--- config.mk ---
export PLATFORM = sky130hd
export DESIGN_NAME = spi_reg_bridge_flat
export DESIGN_NICKNAME = d
export VERILOG_FILES = /design/src/rtl/spi_reg_bridge_pkg.sv /design/src/rtl/spi_reg_bridge_if.sv /design/src/rtl/sync_edge_det.sv /design/src/rtl/spi_reg_bridge.sv /design/src/flat_wrapper.sv
export SDC_FILE = /design/constraint.sdc
export NUM_CORES = 1
export LEC_CHECK = 0
export BUFFER_PORTS_ARGS = -buffer_cell sky130_fd_sc_hd__buf_4
export CORE_MARGIN = 2
export CORE_UTILIZATION = 58
export CTS_CLUSTER_DIAMETER = 50
export CTS_CLUSTER_SIZE = 30
export DETAILED_ROUTE_END_ITERATION = 10
export PLACE_DENSITY = 0.89
export REMOVE_ABC_BUFFERS = 1
export SETUP_SLACK_MARGIN = 0.2
export SYNTH_ARGS = -nofsm -noshare
export SYNTH_HDL_FRONTEND = slang
export SYNTH_SLANG_ARGS = --single-unit
--- constraint.sdc ---
create_clock -name clk -period 2.8 [get_ports clk]
set_input_delay 0.14 -clock clk [delete_from_list [all_inputs] [get_ports clk]]
set_output_delay 0.14 -clock clk [all_outputs]
set_load 0.02 [all_outputs]
--- src/rtl/spi_reg_bridge_pkg.sv ---
// Shared definitions for the SPI register bridge.
//   - register address map
//   - frame length and bit-counter width
//   - FSM state encoding
package spi_reg_pkg;

    localparam logic [6:0] ADDR_EN_OUT_LO = 7'h00;
    localparam logic [6:0] ADDR_EN_OUT_HI = 7'h01;
    localparam logic [6:0] ADDR_EN_PWM_LO = 7'h02;
    localparam logic [6:0] ADDR_EN_PWM_HI = 7'h03;
    localparam logic [6:0] ADDR_DUTY      = 7'h04;

    localparam int FRAME_BITS = 16;
    localparam int CNT_W      = 5;

    typedef logic [1:0] state_t;
    localparam state_t IDLE    = 2'd0;
    localparam state_t SHIFT   = 2'd1;
    localparam state_t OVERRUN = 2'd2;
    localparam state_t DONE    = 2'd3;

endpackage

--- src/rtl/spi_reg_bridge_if.sv ---
// SPI pin bundle.
//   sclk, copi, ncs : driven by the SPI controller (master)
//   cipo, cipo_oe   : driven by the bridge (slave)
interface spi_reg_bridge_if;
    logic sclk;
    logic copi;
    logic ncs;
    logic cipo;
    logic cipo_oe;

    modport slave  (input  sclk, copi, ncs, output cipo, cipo_oe);
    modport master (output sclk, copi, ncs, input  cipo, cipo_oe);
endinterface

--- src/rtl/sync_edge_det.sv ---
// Pin synchronizer with edge detection.
//   clk, rst : system clock, async active-high reset
//   din      : asynchronous input pin
//   level    : synchronized level (last synchronizer flop)
//   rise     : one-cycle pulse, STAGES+1 cycles after a pin rising edge
//   fall     : one-cycle pulse, STAGES+1 cycles after a pin falling edge
// All flops reset to RST_VAL so leaving reset never produces a false edge.
module sync_edge_det #(
    parameter int   STAGES  = 2,
    parameter logic RST_VAL = 1'b0
) (
    input  logic clk,
    input  logic rst,
    input  logic din,
    output logic level,
    output logic rise,
    output logic fall
);

    logic [STAGES-1:0] ff;
    logic              prev;

    always_ff @(posedge clk or posedge rst) begin
        if (rst) begin
            ff   <= {STAGES{RST_VAL}};
            prev <= RST_VAL;
            rise <= 1'b0;
            fall <= 1'b0;
        end else begin
            ff   <= {ff[STAGES-2:0], din};
            prev <= ff[STAGES-1];
            rise <= ff[STAGES-1] & ~prev;
            fall <= ~ff[STAGES-1] & prev;
        end
    end

    assign level = ff[STAGES-1];

endmodule

--- src/rtl/spi_reg_bridge.sv ---
// SPI mode-0 target holding the PWM control registers.
//   clk, rst          : system clock, async active-high reset
//   bus (slave)       : sclk/copi/ncs in, cipo/cipo_oe out
//   en_reg_out_*      : registers 0x00/0x01
//   en_reg_pwm_*      : registers 0x02/0x03
//   pwm_duty_cycle    : register 0x04
//   wr_strobe         : pulse on register commit (same cycle as the update)
//   frame_err         : pulse when a frame is discarded
// Frame: bit15 write flag, bits14:8 address, bits7:0 data, MSB first.
module spi_reg_bridge
    import spi_reg_pkg::*;
#(
    parameter int SYNC_STAGES = 2,
    parameter int MAX_ADDR    = 4
) (
    input  logic                clk,
    input  logic                rst,
    spi_reg_bridge_if.slave     bus,
    output logic [7:0]          en_reg_out_7_0,
    output logic [7:0]          en_reg_out_15_8,
    output logic [7:0]          en_reg_pwm_7_0,
    output logic [7:0]          en_reg_pwm_15_8,
    output logic [7:0]          pwm_duty_cycle,
    output logic                wr_strobe,
    output logic                frame_err
);

    localparam int NUM_REGS = MAX_ADDR + 1;

    logic sclk_lvl, sclk_rise, sclk_fall;
    logic ncs_lvl,  ncs_rise,  ncs_fall;
    logic copi_s,   copi_rise, copi_fall;

    sync_edge_det #(.STAGES(SYNC_STAGES), .RST_VAL(1'b0)) u_sync_sclk (
        .clk(clk), .rst(rst), .din(bus.sclk),
        .level(sclk_lvl), .rise(sclk_rise), .fall(sclk_fall)
    );

    sync_edge_det #(.STAGES(SYNC_STAGES), .RST_VAL(1'b1)) u_sync_ncs (
        .clk(clk), .rst(rst), .din(bus.ncs),
        .level(ncs_lvl), .rise(ncs_rise), .fall(ncs_fall)
    );

    sync_edge_det #(.STAGES(SYNC_STAGES), .RST_VAL(1'b0)) u_sync_copi (
        .clk(clk), .rst(rst), .din(bus.copi),
        .level(copi_s), .rise(copi_rise), .fall(copi_fall)
    );

    logic unused_sync;
    assign unused_sync = ^{sclk_lvl, ncs_lvl, copi_rise, copi_fall};

    state_t           state;
    logic [CNT_W-1:0] cnt;
    logic [15:0]      sr;
    logic             ovr;
    logic [7:0]       out_sr;
    logic             oe;
    logic [7:0]       regs [NUM_REGS];
    logic [7:0]       rd_data;
    logic             addr_ok;
    logic             is_write;
    logic             full_frame;

    // Read address is the low 7 bits of the shift register once 8 bits are in.
    always_comb begin
        rd_data = 8'h00;
        for (int i = 0; i < NUM_REGS; i++)
            if (sr[6:0] == 7'(i)) rd_data = regs[i];
    end

    assign addr_ok    = int'(sr[14:8]) <= MAX_ADDR;
    assign is_write   = sr[15];
    assign full_frame = (cnt == CNT_W'(FRAME_BITS)) && !ovr;

    always_ff @(posedge clk or posedge rst) begin
        if (rst) begin
            state     <= IDLE;
            cnt       <= '0;
            sr        <= '0;
            ovr       <= 1'b0;
            out_sr    <= '0;
            oe        <= 1'b0;
            wr_strobe <= 1'b0;
            frame_err <= 1'b0;
            for (int i = 0; i < NUM_REGS; i++) regs[i] <= 8'h00;
        end else begin
            wr_strobe <= 1'b0;
            frame_err <= 1'b0;
            case (state)
                IDLE: begin
                    oe     <= 1'b0;
                    out_sr <= '0;
                    if (ncs_fall) begin
                        cnt   <= '0;
                        sr    <= '0;
                        ovr   <= 1'b0;
                        state <= SHIFT;
                    end
                end
                SHIFT: begin
                    // ncs edge wins over a coincident sclk edge.
                    if (ncs_rise) begin
                        state  <= DONE;
                        oe     <= 1'b0;
                        out_sr <= '0;
                    end else if (sclk_rise) begin
                        if (cnt == CNT_W'(FRAME_BITS)) begin
                            state  <= OVERRUN;
                            ovr    <= 1'b1;
                            oe     <= 1'b0;
                            out_sr <= '0;
                        end else begin
                            sr  <= {sr[14:0], copi_s};
                            cnt <= cnt + 1'b1;
                        end
                    end else if (sclk_fall) begin
                        // First falling edge after the header of a read: load data.
                        if (!oe && cnt == CNT_W'(8) && !sr[7]) begin
                            oe     <= 1'b1;
                            out_sr <= rd_data;
                        end else if (oe) begin
                            out_sr <= {out_sr[6:0], 1'b0};
                        end
                    end
                end
                OVERRUN: begin
                    if (ncs_rise) state <= DONE;
                end
                DONE: begin
                    if (full_frame && is_write && addr_ok) begin
                        for (int i = 0; i < NUM_REGS; i++)
                            if (sr[14:8] == 7'(i)) regs[i] <= sr[7:0];
                        wr_strobe <= 1'b1;
                    end else if (!full_frame || (is_write && !addr_ok)) begin
                        frame_err <= 1'b1;
                    end
                    state <= IDLE;
                end
                default: state <= IDLE;
            endcase
        end
    end

    assign bus.cipo    = oe & out_sr[7];
    assign bus.cipo_oe = oe;

    assign en_reg_out_7_0  = regs[ADDR_EN_OUT_LO];
    assign en_reg_out_15_8 = regs[ADDR_EN_OUT_HI];
    assign en_reg_pwm_7_0  = regs[ADDR_EN_PWM_LO];
    assign en_reg_pwm_15_8 = regs[ADDR_EN_PWM_HI];
    assign pwm_duty_cycle  = regs[ADDR_DUTY];

endmodule
--- src/flat_wrapper.sv ---
// flat-port wrapper written by rule: the top's interface ports become plain ports
module spi_reg_bridge_flat import spi_reg_pkg::*;
#(
    parameter int SYNC_STAGES = 2,
    parameter int MAX_ADDR    = 4
)
  (clk, rst, en_reg_out_7_0, en_reg_out_15_8, en_reg_pwm_7_0, en_reg_pwm_15_8, pwm_duty_cycle, wr_strobe, frame_err, bus_sclk, bus_copi, bus_ncs, bus_cipo, bus_cipo_oe);
  spi_reg_bridge_if bus_i ();
  input  logic clk;
  input  logic rst;
  output logic [7:0] en_reg_out_7_0;
  output logic [7:0] en_reg_out_15_8;
  output logic [7:0] en_reg_pwm_7_0;
  output logic [7:0] en_reg_pwm_15_8;
  output logic [7:0] pwm_duty_cycle;
  output logic wr_strobe;
  output logic frame_err;
  input wire logic [$bits(bus_i.sclk)-1:0] bus_sclk;
  input wire logic [$bits(bus_i.copi)-1:0] bus_copi;
  input wire logic [$bits(bus_i.ncs)-1:0] bus_ncs;
  output wire logic [$bits(bus_i.cipo)-1:0] bus_cipo;
  output wire logic [$bits(bus_i.cipo_oe)-1:0] bus_cipo_oe;
  assign bus_i.sclk = bus_sclk;
  assign bus_i.copi = bus_copi;
  assign bus_i.ncs = bus_ncs;
  assign bus_cipo = bus_i.cipo;
  assign bus_cipo_oe = bus_i.cipo_oe;
  spi_reg_bridge #(.SYNC_STAGES(SYNC_STAGES), .MAX_ADDR(MAX_ADDR)) u_core (.clk(clk), .rst(rst), .bus(bus_i), .en_reg_out_7_0(en_reg_out_7_0), .en_reg_out_15_8(en_reg_out_15_8), .en_reg_pwm_7_0(en_reg_pwm_7_0), .en_reg_pwm_15_8(en_reg_pwm_15_8), .pwm_duty_cycle(pwm_duty_cycle), .wr_strobe(wr_strobe), .frame_err(frame_err));
endmodule
==> impl_metrics.env, run 1 <==
export IMPL_outcome="finished, final reports clean"
export IMPL_synth_edf_count=0
export IMPL_wirelength_um=9038
export IMPL_fillers=447
export IMPL_max_vdd_ir_drop_mv=0.3562
export IMPL_netlist_instances=311
export IMPL_io_buffer_count=48
export IMPL_ys_types=49
export IMPL_dr_total_vias=2863
export IMPL_ys_seq_area_share_pct=54.97
export IMPL_syn2layout_area_growth_pct=17.79
export IMPL_diodes=0
export IMPL_die_area_um2=7518
export IMPL_worstSkewPairLatency_ns=0.36
export IMPL_post_cts_resized=0
export IMPL_fin_crit_ns=2.465
export IMPL_place_congestion=0.8446
export IMPL_multi_input_area_um2=1673
export IMPL_grt_pass1_vias=2844
export IMPL_slew_viol_final=0
export IMPL_cts_tree="done"
export IMPL_tns_ns=0
export IMPL_grt_overflow=0
export IMPL_cap_violations=0
export IMPL_grt_usage_pct=25.86
export IMPL_root_buffer="clkbuf_8"
export IMPL_post_route_util_pct=69.55
export IMPL_rows=30
export IMPL_cp_max_fo=8
export IMPL_cts_sinks=87
export IMPL_drive_gt1_share_pct=36.22
export IMPL_relSlewSlack_pct=42.15
export IMPL_detail_route_antenna_nets=0
export IMPL_initial_core_util_pct=59.05
export IMPL_vias_per_cell=6.362
export IMPL_finalHoldViolCount=0
export IMPL_synth_cell_area_um2=3968
export IMPL_cp_data_arrival_time_ns=2.70
export IMPL_drt_iter0_drc=228
export IMPL_drc=0
export IMPL_io_pin_count=49
export IMPL_dp_hpwl_um=5955
export IMPL_place_ws_ns=0.4298
export IMPL_synth_area_per_cell_um2=12.76
export IMPL_setup_ws_ns=0.3346
export IMPL_skew_ns=0.01379
export IMPL_cts_max_level=3
export IMPL_timing_final_crit_share_pct=88.05
export IMPL_setup_violations=0
export IMPL_ys_ff_latch=87
export IMPL_ys_flop_type="dfrtp_1"
export IMPL_power_density_nw_per_um2=619.6
export IMPL_grt_antenna_before_repair=0
export IMPL_max_freq_mhz=405.6
export IMPL_fin_area_um2=4673
export IMPL_async_flop_share_pct=100.0
export IMPL_crit_type="reg -> reg"
export IMPL_fin_nets=376
export IMPL_dpl_cell_area_um2=4413
export IMPL_worst_pin_slew_ns=0.8613
export IMPL_crit_required_ns=3.04
export IMPL_total_power_mw=2.896
export IMPL_cts_setup_buffers=0
export IMPL_path_clk_slew_ns=0.09
export IMPL_cts_buffers=9
export IMPL_hold_class="in -> async"
export IMPL_firstDrtPassIters=5
export IMPL_die_y_um=86.71
export IMPL_ys_warn_count=0
export IMPL_wl_per_cell_um=20.08
export IMPL_core_area_um2=6719
export IMPL_regArea_um2=2181
export IMPL_leakagePower_nw=2.334
export IMPL_dieWidth_um=86.71
export IMPL_rsz0062_at_grt="false"
export IMPL_grt_max_degree=37
export IMPL_worst_setup_path_end_kind="flip-flop"
export IMPL_clock_path_buffers=2
export IMPL_cp_start_kind="flip-flop"
export IMPL_grt_pass1_wl_um=14770
[area by class of cell]
| type | count | area share, % |
|---|---|---|
| clock buffer | 9 | 2.651 |
| timing repair buffer | 60 | 9.853 |
| inverter | 10 | 0.8300 |
| clock inverter | 7 | 2.062 |
| sequential | 87 | 46.67 |
| multi-input combinational | 197 | 35.80 |
| tap | 80 | 2.142 |
[through the flow]
stage          hold WS, ns  instances
6_report            0.2818        450
4_1_cts             0.2804        450
2_1_floorplan       0.1445        294
3_5_place_dp        0.1173        430
3_3_place_gp        0.1020        430
5_1_grt             0.3084        450
[critical path, cell delays in order, from the launching register on]
cell and delay [ns]:
dfrtp_1 0.40, or4_1 0.72, nor4_4 0.82, mux2_2 0.41
[power by group]
part	internal, mW	total (mW)	leakage, nW	switching, mW
Clock	0.506	0.962	0.114	0.456
Combinational	0.201	0.517	1.04	0.317
Sequential	1.32	1.42	1.18	0.101
Total	2.02	2.90	2.33	0.874
[layer usage]
metal  up-vias  global-route usage (%)  routed length [um]
met5         -                       0                   0
met4         0                   11.22                 251
met3        26                   5.238                 434
met2       113                   40.07                4501
met1      1471                   35.68                3851
li1       1253                       -                   -
[final timing paths]
check	cells after the start	to	start	slack, ns
setup / recovery	3	u_core.en_reg_out_7_0[4]	u_core.sr[13]	0.33
hold / removal	3	u_core.en_reg_pwm_7_0[0]	rst	0.28
setup reg to reg	3	u_core.en_reg_out_7_0[4]	u_core.sr[13]	0.33
hold reg to reg	0	u_core.u_sync_ncs.ff[1]	u_core.u_sync_ncs.ff[0]	0.36
max in group asynchronous	4	u_core.u_sync_ncs.ff[0]	rst	1.72
min in group clk	0	u_core.u_sync_ncs.ff[1]	u_core.u_sync_ncs.ff[0]	0.36
[Yosys cell counts, types with 2 or more instances]
library cell / instances / share of area (%)
clkbuf_1: 11 / 1.0
dfstp_2: 3 / 2.0
a22oi_1: 8 / 1.5
nand3_1: 3 / 0.38
a21oi_1: 6 / 0.76
nor4_1: 2 / 0.32
ha_1: 6 / 1.9
buf_2: 4 / 0.50
xnor2_1: 4 / 0.88
o21ai_0: 11 / 1.4
dfrtp_1: 84 / 53
a211oi_1: 2 / 0.38
mux2_4: 2 / 0.76
nand2b_1: 2 / 0.32
inv_1: 10 / 0.95
mux2_2: 46 / 13
nor3_1: 2 / 0.25
a221o_1: 7 / 1.8
a22o_1: 18 / 4.0
nor4bb_1: 2 / 0.50
and3_1: 9 / 1.4
nand2_1: 8 / 0.76
nor2_1: 17 / 1.6
a2111oi_0: 3 / 0.66
a22o_2: 2 / 0.50
nor2b_1: 9 / 1.4
and3b_1: 6 / 1.3
nor4_4: 3 / 1.6
[sequential cells by signal, summed over array words and instances, names as in the netlist, 2 cells and up]
| name | count |
|---|---|
| u_core.sr | 16 |
| u_core.out_sr | 8 |
| u_core.u_sync_copi.ff | 2 |
| u_core.en_reg_out_7_0 | 8 |
| u_core.state | 2 |
| u_core.en_reg_pwm_7_0 | 8 |
| u_core.u_sync_ncs.ff | 2 |
| u_core.en_reg_out_15_8 | 8 |
| u_core.cnt | 5 |
| u_core.pwm_duty_cycle | 8 |
| u_core.en_reg_pwm_15_8 | 8 |
| u_core.u_sync_sclk.ff | 2 |
[cells in the final DEF, fill, tap and decap left out, types with 4 or more instances in the layout]
master,instances
dfrtp_1,84
buf_4,56
mux2_2,46
a22o_1,18
nor2_1,17
o21ai_0,11
nor2b_1,9
inv_1,9
and3_1,9
clkbuf_8,9
nand2_1,8
a22oi_1,8
a221o_1,7
a21oi_1,6
and3b_1,6
ha_1,6
xnor2_1,4
dlygate4sd3_1,4
[repair_timing]
item,4_1_cts,5_1_grt
hold endpoints to repair,19,0
hold buffers,4,0
endpoints found under the setup margin,0,0
[cell families (layout without fill, tap and decap cells)]
| logic type | after synthesis | after routing | synth area share [%] |
|---|---|---|---|
| AOI/OAI and AO/OA | 63 | 63 | 12.11 |
| DFF | 87 | 87 | 54.97 |
| xor gates and xnor gates | 4 | 4 | 0.8829 |
| adders and majority gates | 6 | 6 | 1.892 |
| and+or+nand+nor | 74 | 74 | 12.65 |
| muxes | 50 | 50 | 14.63 |
| buffers and inverters | 27 | 86 | 2.870 |
No activity file was read; power rests on OpenSTA's default activity.
==> run 2: changes to the inputs <==
Settings changed: CELL_PAD_IN_SITES_DETAIL_PLACEMENT set to 0, CELL_PAD_IN_SITES_GLOBAL_PLACEMENT set to 1, CORE_UTILIZATION 58 to 47, PLACE_DENSITY 0.89 to 0.88, RECOVER_POWER set to 100.
==> run 2 against run 1 <==
The run now ends with max-capacitance violations, max-slew violations left. Setup slack improved by 0.017 ns. Routed wire length fell by 5.7%. Utilization fell by 15 points. Register-to-register slack improved by 0.02 ns. Flip-flop and latch count did not move. Combinational power fell by 3%. First-iteration DRC count fell by 54%. Hold slack improved by 0.074 ns. Die area rose by 22%. Clock skew rose by 0.00098 ns. Global-route usage fell by 5.7 points. Via count fell by 5.3%. Largest power group unchanged.
==> impl_metrics.env, run 2 (synthesis gave the netlist of run 1 again) <==
export IMPL_violations="max-capacitance violations, max-slew violations"
export IMPL_crit_buf_inv=1
export IMPL_dr_total_vias=2712
export IMPL_fin_crit_ns=2.448
export IMPL_worst_r2r_setup_slack_ns=0.35
export IMPL_crit_required_ns=3.05
export IMPL_syn2layout_area_growth_pct=13.21
export IMPL_outcome="finished, violations left"
export IMPL_fin_nets=378
export IMPL_crit_cells=4
export IMPL_hold_class="reg -> reg"
export IMPL_post_cts_resized=0
export IMPL_drive_gt1_share_pct=22.31
export IMPL_grt_pass1_wl_um=13770
export IMPL_clock_path_buffers=2
export IMPL_die_area_um2=9193
export IMPL_worst_pin_slew_ns=1.877
export IMPL_io_pin_count=49
export IMPL_max_freq_mhz=408.5
export IMPL_max_vdd_ir_drop_mv=0.3127
export IMPL_setup_violations=0
export IMPL_cp_slowest_stage_delay_ns=0.70
export IMPL_grt_usage_pct=20.21
export IMPL_core_area_um2=8217
export IMPL_wl_per_cell_um=17.87
export IMPL_cts_max_level=3
export IMPL_diodes=0
export IMPL_grt_overflow=0
export IMPL_worst_setup_path_end_kind="flip-flop"
export IMPL_r2r_start="u_core.sr[13]"
export IMPL_r2r_cells=4
export IMPL_final_cell_mix="84 x dfrtp_1, 46 x mux2_2, 46 x clkbuf_1"
export IMPL_io_buffer_count=48
export IMPL_place_ws_ns=0.3873
export IMPL_startpoint="u_core.sr[13]"
export IMPL_drt_iter0_drc=106
export IMPL_path_clk_slew_ns=0.08
export IMPL_cp_data_arrival_time_ns=2.69
export IMPL_cts_buffers=9
export IMPL_root_buffer="clkbuf_8"
export IMPL_crit_type="reg -> reg"
export IMPL_relSlewSlack_pct=-25.27
export IMPL_cts_sinks=87
export IMPL_dp_hpwl_um=5773
export IMPL_slew_viol_final=48
export IMPL_grt_pass1_vias=2638
export IMPL_cp_max_fo=8
export IMPL_place_congestion=0.8196
export IMPL_vias_per_cell=5.686
export IMPL_dieWidth_um=95.88
export IMPL_skew_ns=0.01477
export IMPL_drc=0
export IMPL_grt_max_degree=49
export IMPL_setup_ws_ns=0.3519
export IMPL_worstSkewPairLatency_ns=0.36
export IMPL_finalHoldViolCount=0
export IMPL_largest_reg_flops=16
export IMPL_die_y_um=95.88
export IMPL_power_density_nw_per_um2=623.5
export IMPL_initial_core_util_pct=48.29
export IMPL_wirelength_um=8525
export IMPL_final_common_cell="dfrtp_1"
export IMPL_cts_tree="done"
export IMPL_crit_slowest_cell="or4_1"
export IMPL_rsz0062_at_grt="false"
export IMPL_leakagePower_nw=2.091
export IMPL_largest_register="u_core.sr"
export IMPL_firstDrtPassIters=4
export IMPL_tns_ns=0
export IMPL_timing_rr_end="u_core.en_reg_out_15_8[6]"
export IMPL_cap_violations=1
export IMPL_crit_family="simple AND/OR/NAND/NOR gates"
export IMPL_cp_cell_sequence="or4_1, nor4_1, clkbuf_1, mux2_2"
export IMPL_cp_endpoint="u_core.en_reg_out_15_8[6]"
export IMPL_detail_route_antenna_nets=0
export IMPL_grt_antenna_before_repair=0
export IMPL_timing_final_crit_share_pct=87.43
export IMPL_cp_start_kind="flip-flop"
export IMPL_rows=33
export IMPL_fillers=733
## run 2: cell count changes in the layout (fill, tap and decap cells not counted), sizes merged
cell / delta
buf: -49
bufinv: -1
clkbuf: +51
clkinv: -4
clkinvlp: +2
inv: +3
## run 2: area by class of cell
cell class | instances | area [um^2] | area share, %
tap | 105 | 131.4 | 2.925
clock inverter | 7 | 80.08 | 1.783
clock buffer | 9 | 123.9 | 2.758
sequential | 87 | 2181 | 48.55
timing repair buffer | 62 | 312.8 | 6.964
inverter | 10 | 37.54 | 0.8357
multi-input combinational | 197 | 1625 | 36.18
## run 2: how the worst min path moves through the flow
stage | start | to | slack (ns) | cells after the start
3_5_place_dp | bus_ncs | u_core.u_sync_ncs.ff[0] | 0.25 | 1
5_1_grt | u_core.u_sync_copi.ff[0] | u_core.u_sync_copi.ff[1] | 0.37 | 0
6_report | u_core.u_sync_sclk.ff[0] | u_core.u_sync_sclk.ff[1] | 0.36 | 0
2_1_floorplan | bus_ncs | u_core.u_sync_ncs.ff[0] | 0.14 | 0
4_1_cts | u_core.u_sync_sclk.ff[0] | u_core.u_sync_sclk.ff[1] | 0.36 | 0
3_3_place_gp | bus_ncs | u_core.u_sync_ncs.ff[0] | 0.25 | 1
## run 2: layer usage
metal  vias up  wire, um  global-route usage [%]
li1       1267         -                       -
met1      1388      4024                   28.48
met2        48      4031                   30.24
met3         9       363                   4.855
met4         0       106                   7.976
met5         -         0                       0
## run 2: through the flow
step / instance area (um^2) / util, % / hold WS (ns) / power [mW] / cells
after global placement: 4472 / 54.42 / 0.2488 / 1.928 / 457
after global routing: 4492 / 54.67 / 0.3663 / 2.964 / 477
final: 4492 / 54.67 / 0.3561 / 2.801 / 477
after floorplan: 3891 / - / 0.1445 / 1.772 / 294
after CTS: 4716 / 57.39 / 0.3587 / 2.833 / 477
after detailed placement: 4472 / 54.42 / 0.2500 / 1.942 / 457
## run 2: worst reg2reg max path, delay by kind of cell (launching register included)
kind	cells	cell delay (ns)
flops	1	0.40
mux	1	0.40
simple gates	2	1.04
buf+inv	1	0.50
## run 2: timing repair
action / CTS / global route
hold buffers: 4 / 0
hold endpoints to repair: 49 / 0
buffers inserted: 0 / 0
## run 2: where the power goes
part / internal (mW) / total [mW] / switching (mW)
clock network: 0.423 / 0.888 / 0.466
registers: 1.32 / 1.41 / 0.0969
logic: 0.196 / 0.500 / 0.303
total: 1.93 / 2.80 / 0.866
==> run 3: changes to the inputs <==
Settings changed: CORE_UTILIZATION 47 to 42, PLACE_DENSITY 0.88 to 0.84.
Clock period 2.8 ns to 2.15 ns, I/O delays scaled along.
==> run 3 against run 2 <==
The run now ends clean. Routed wire length is 10% higher. Fmax is 23% higher. Clock power is 24% higher. Setup slack worse by 0.19 ns. Die area is 11% higher. Via count is 5.1% higher. Flip-flop and latch count stayed put. First-iteration DRC count is 52% higher. Power is 38% higher. Hold slack worse by 0.0054 ns. Sequential share of layout area is 3.9 points lower. Count of clock-buffer cells in the layout is 2 higher. Critical path type unchanged. Largest cell class unchanged.
==> impl_metrics.env, run 3 (synthesis gave the netlist of run 1 again) <==
export IMPL_placed_cells=472
export IMPL_cap_violations=0
export IMPL_die_y_um=101.2
export IMPL_outcome="finished, final reports clean"
export IMPL_grt_usage_pct=18.87
export IMPL_sequentialPowerShare_pct=46.6
export IMPL_crit_path_frequent_cell="buf_6"
export IMPL_p_switching_mw=1.232
export IMPL_final_common_cell="dfrtp_1"
export IMPL_finalNonFillerCells=507
export IMPL_power_frac_clock_pct=28.3
export IMPL_hold_ws_ns=0.3506
export IMPL_finalHoldViolCount=0
export IMPL_fin_crit_ns=1.986
export IMPL_max_freq_mhz=503.6
export IMPL_final_cell_mix="82 x dfrtp_1, 44 x clkbuf_1, 34 x mux2_2"
export IMPL_worst_setup_path_end_kind="flip-flop"
export IMPL_setup_violations=0
export IMPL_clock_path_buffers=2
export IMPL_p_comb_share_pct=25.0
export IMPL_syn2layout_area_growth_pct=23.37
export IMPL_crit_type="reg -> reg"
export IMPL_path_clk_slew_ns=0.09
export IMPL_firstDrtPassIters=4
export IMPL_grt_pass1_vias=2820
export IMPL_power_density_nw_per_um2=791.8
export IMPL_grt_max_degree=63
export IMPL_skew_ns=0.01937
export IMPL_cp_start_kind="flip-flop"
export IMPL_grt_overflow=0
export IMPL_wl_per_cell_um=18.56
export IMPL_grt_antenna_before_repair=0
export IMPL_diodes=0
export IMPL_timing_final_crit_share_pct=92.36
export IMPL_io_pin_count=49
export IMPL_die_area_um2=10240
export IMPL_vias_per_cell=5.621
export IMPL_rows=35
export IMPL_cp_max_fo=8
export IMPL_wirelength_um=9409
export IMPL_max_vdd_ir_drop_mv=0.4135
export IMPL_root_buffer="clkbuf_8"
export IMPL_drt_iter0_drc=161
export IMPL_crit_required_ns=2.39
export IMPL_cp_cell_sequence="inv_1, ha_4, nand4bb_4, buf_6, buf_6, nor4_4, buf_12, mux2_1"
export IMPL_cts_tree="done"
export IMPL_initial_core_util_pct=43.14
export IMPL_crit_family="buffers and inverters"
export IMPL_post_route_util_pct=53.22
export IMPL_largest_reg_flops=16
export IMPL_worst_pin_slew_ns=1.158
export IMPL_drive_gt1_share_pct=31.06
export IMPL_switching_share_pct=31.80
export IMPL_slew_viol_final=0
export IMPL_worstSkewPairLatency_ns=0.36
export IMPL_relSlewSlack_pct=22.40
export IMPL_hold_class="reg -> reg"
export IMPL_leakagePower_nw=2.277
export IMPL_place_congestion=0.7786
export IMPL_crit_buf_inv=4
export IMPL_detail_route_antenna_nets=0
export IMPL_fin_nets=402
export IMPL_core_area_um2=9196
export IMPL_intPower_mw=2.643
export IMPL_largest_register="u_core.sr"
export IMPL_cp_slowest_stage_delay_ns=0.40
export IMPL_crit_slowest_cell="dfrtp_1"
export IMPL_cts_max_level=3
export IMPL_dieWidth_um=101.2
export IMPL_cts_buffers=9
export IMPL_cp_data_arrival_time_ns=2.23
export IMPL_rsz0062_at_grt="true"
export IMPL_io_buffer_count=48
export IMPL_drc=0
export IMPL_grt_pass1_wl_um=14780
export IMPL_cts_sinks=87
export IMPL_dp_hpwl_um=6041
export IMPL_dr_total_vias=2850
-- run 3: changes by cell type in the layout (fill, tap and decap cells not counted), moves of 3 or more --
cell | before | now
mux2_4 | 0 | 4
buf_4 | 6 | 26
buf_6 | 0 | 3
inv_1 | 10 | 7
mux2_1 | 2 | 10
mux2_2 | 46 | 34
-- run 3: cell type report --
type | count | area, um^2
Sequential cell | 87 | 2183
Inverter | 10 | 38.79
Fill cell | 842 | 4302
Multi-Input combinational cell | 197 | 1805
Tap cell | 111 | 138.9
Clock inverter | 5 | 40.04
Clock buffer | 11 | 151.4
Timing Repair Buffer | 86 | 536.8
-- run 3: worst paths after layout --
check | start | to | slack, ns | cells after the start
setup / recovery | u_core.cnt[0] | u_core.en_reg_out_15_8[7] | 0.16 | 8
hold / removal | u_core.u_sync_ncs.ff[0] | u_core.u_sync_ncs.ff[1] | 0.35 | 0
hold reg to reg | u_core.u_sync_ncs.ff[0] | u_core.u_sync_ncs.ff[1] | 0.35 | 0
max in group asynchronous | rst | u_core.sr[7] | 0.76 | 4
min in group asynchronous | rst | u_core.ovr | 0.54 | 3
setup reg to reg | u_core.cnt[0] | u_core.en_reg_out_15_8[7] | 0.16 | 8
-- run 3: power by group through the flow --
| stage | combinational [mW] | sequential, mW | clock (mW) |
|---|---|---|---|
| 6_report | 0.970 | 1.81 | 1.10 |
| 5_1_grt | 1.07 | 1.82 | 1.18 |
| 3_3_place_gp | 0.712 | 1.83 | 0 |
| 3_5_place_dp | 0.738 | 1.84 | 0 |
| 2_1_floorplan | 0.467 | 1.84 | 0 |
| 4_1_cts | 0.828 | 1.80 | 1.12 |
-- run 3: layer usage --
| metal | wire length [um] | GRT usage [%] |
|---|---|---|
| met3 | 282 | 3.934 |
| met5 | 0 | 0 |
| met1 | 4254 | 26.72 |
| met2 | 4733 | 29.70 |
| met4 | 139 | 5.301 |
-- run 3: per-stage QoR --
| step | power (mW) | setup WS (ns) | cell area [um^2] | TNS [ns] |
|---|---|---|---|---|
| 2_1_floorplan | 2.308 | -0.2441 | 3891 | -20.70 |
| 3_3_place_gp | 2.546 | -0.01383 | 4572 | -0.03766 |
| 3_5_place_dp | 2.578 | -0.08828 | 4572 | -1.066 |
| 4_1_cts | 3.746 | 0.1802 | 4900 | 0 |
| 5_1_grt | 4.063 | 0.08626 | 4895 | 0 |
| 6_report | 3.876 | 0.1643 | 4895 | 0 |
-- run 3: worst reg2reg max path, cell delays in order (launching register included) --
cell,delay [ns]
dfrtp_1,0.40
inv_1,0.10
ha_4,0.16
nand4bb_4,0.12
buf_6,0.17
buf_6,0.12
nor4_4,0.29
buf_12,0.18
mux2_1,0.33
-- run 3: repair_timing --
action / CTS / global route
pin swaps: 12 / 7
hold buffers: 4 / 0
resized for setup: 9 / 37
setup buffers: 9 / 6
endpoints found under the hold margin: 25 / 0
setup endpoints to repair: 66 / 69
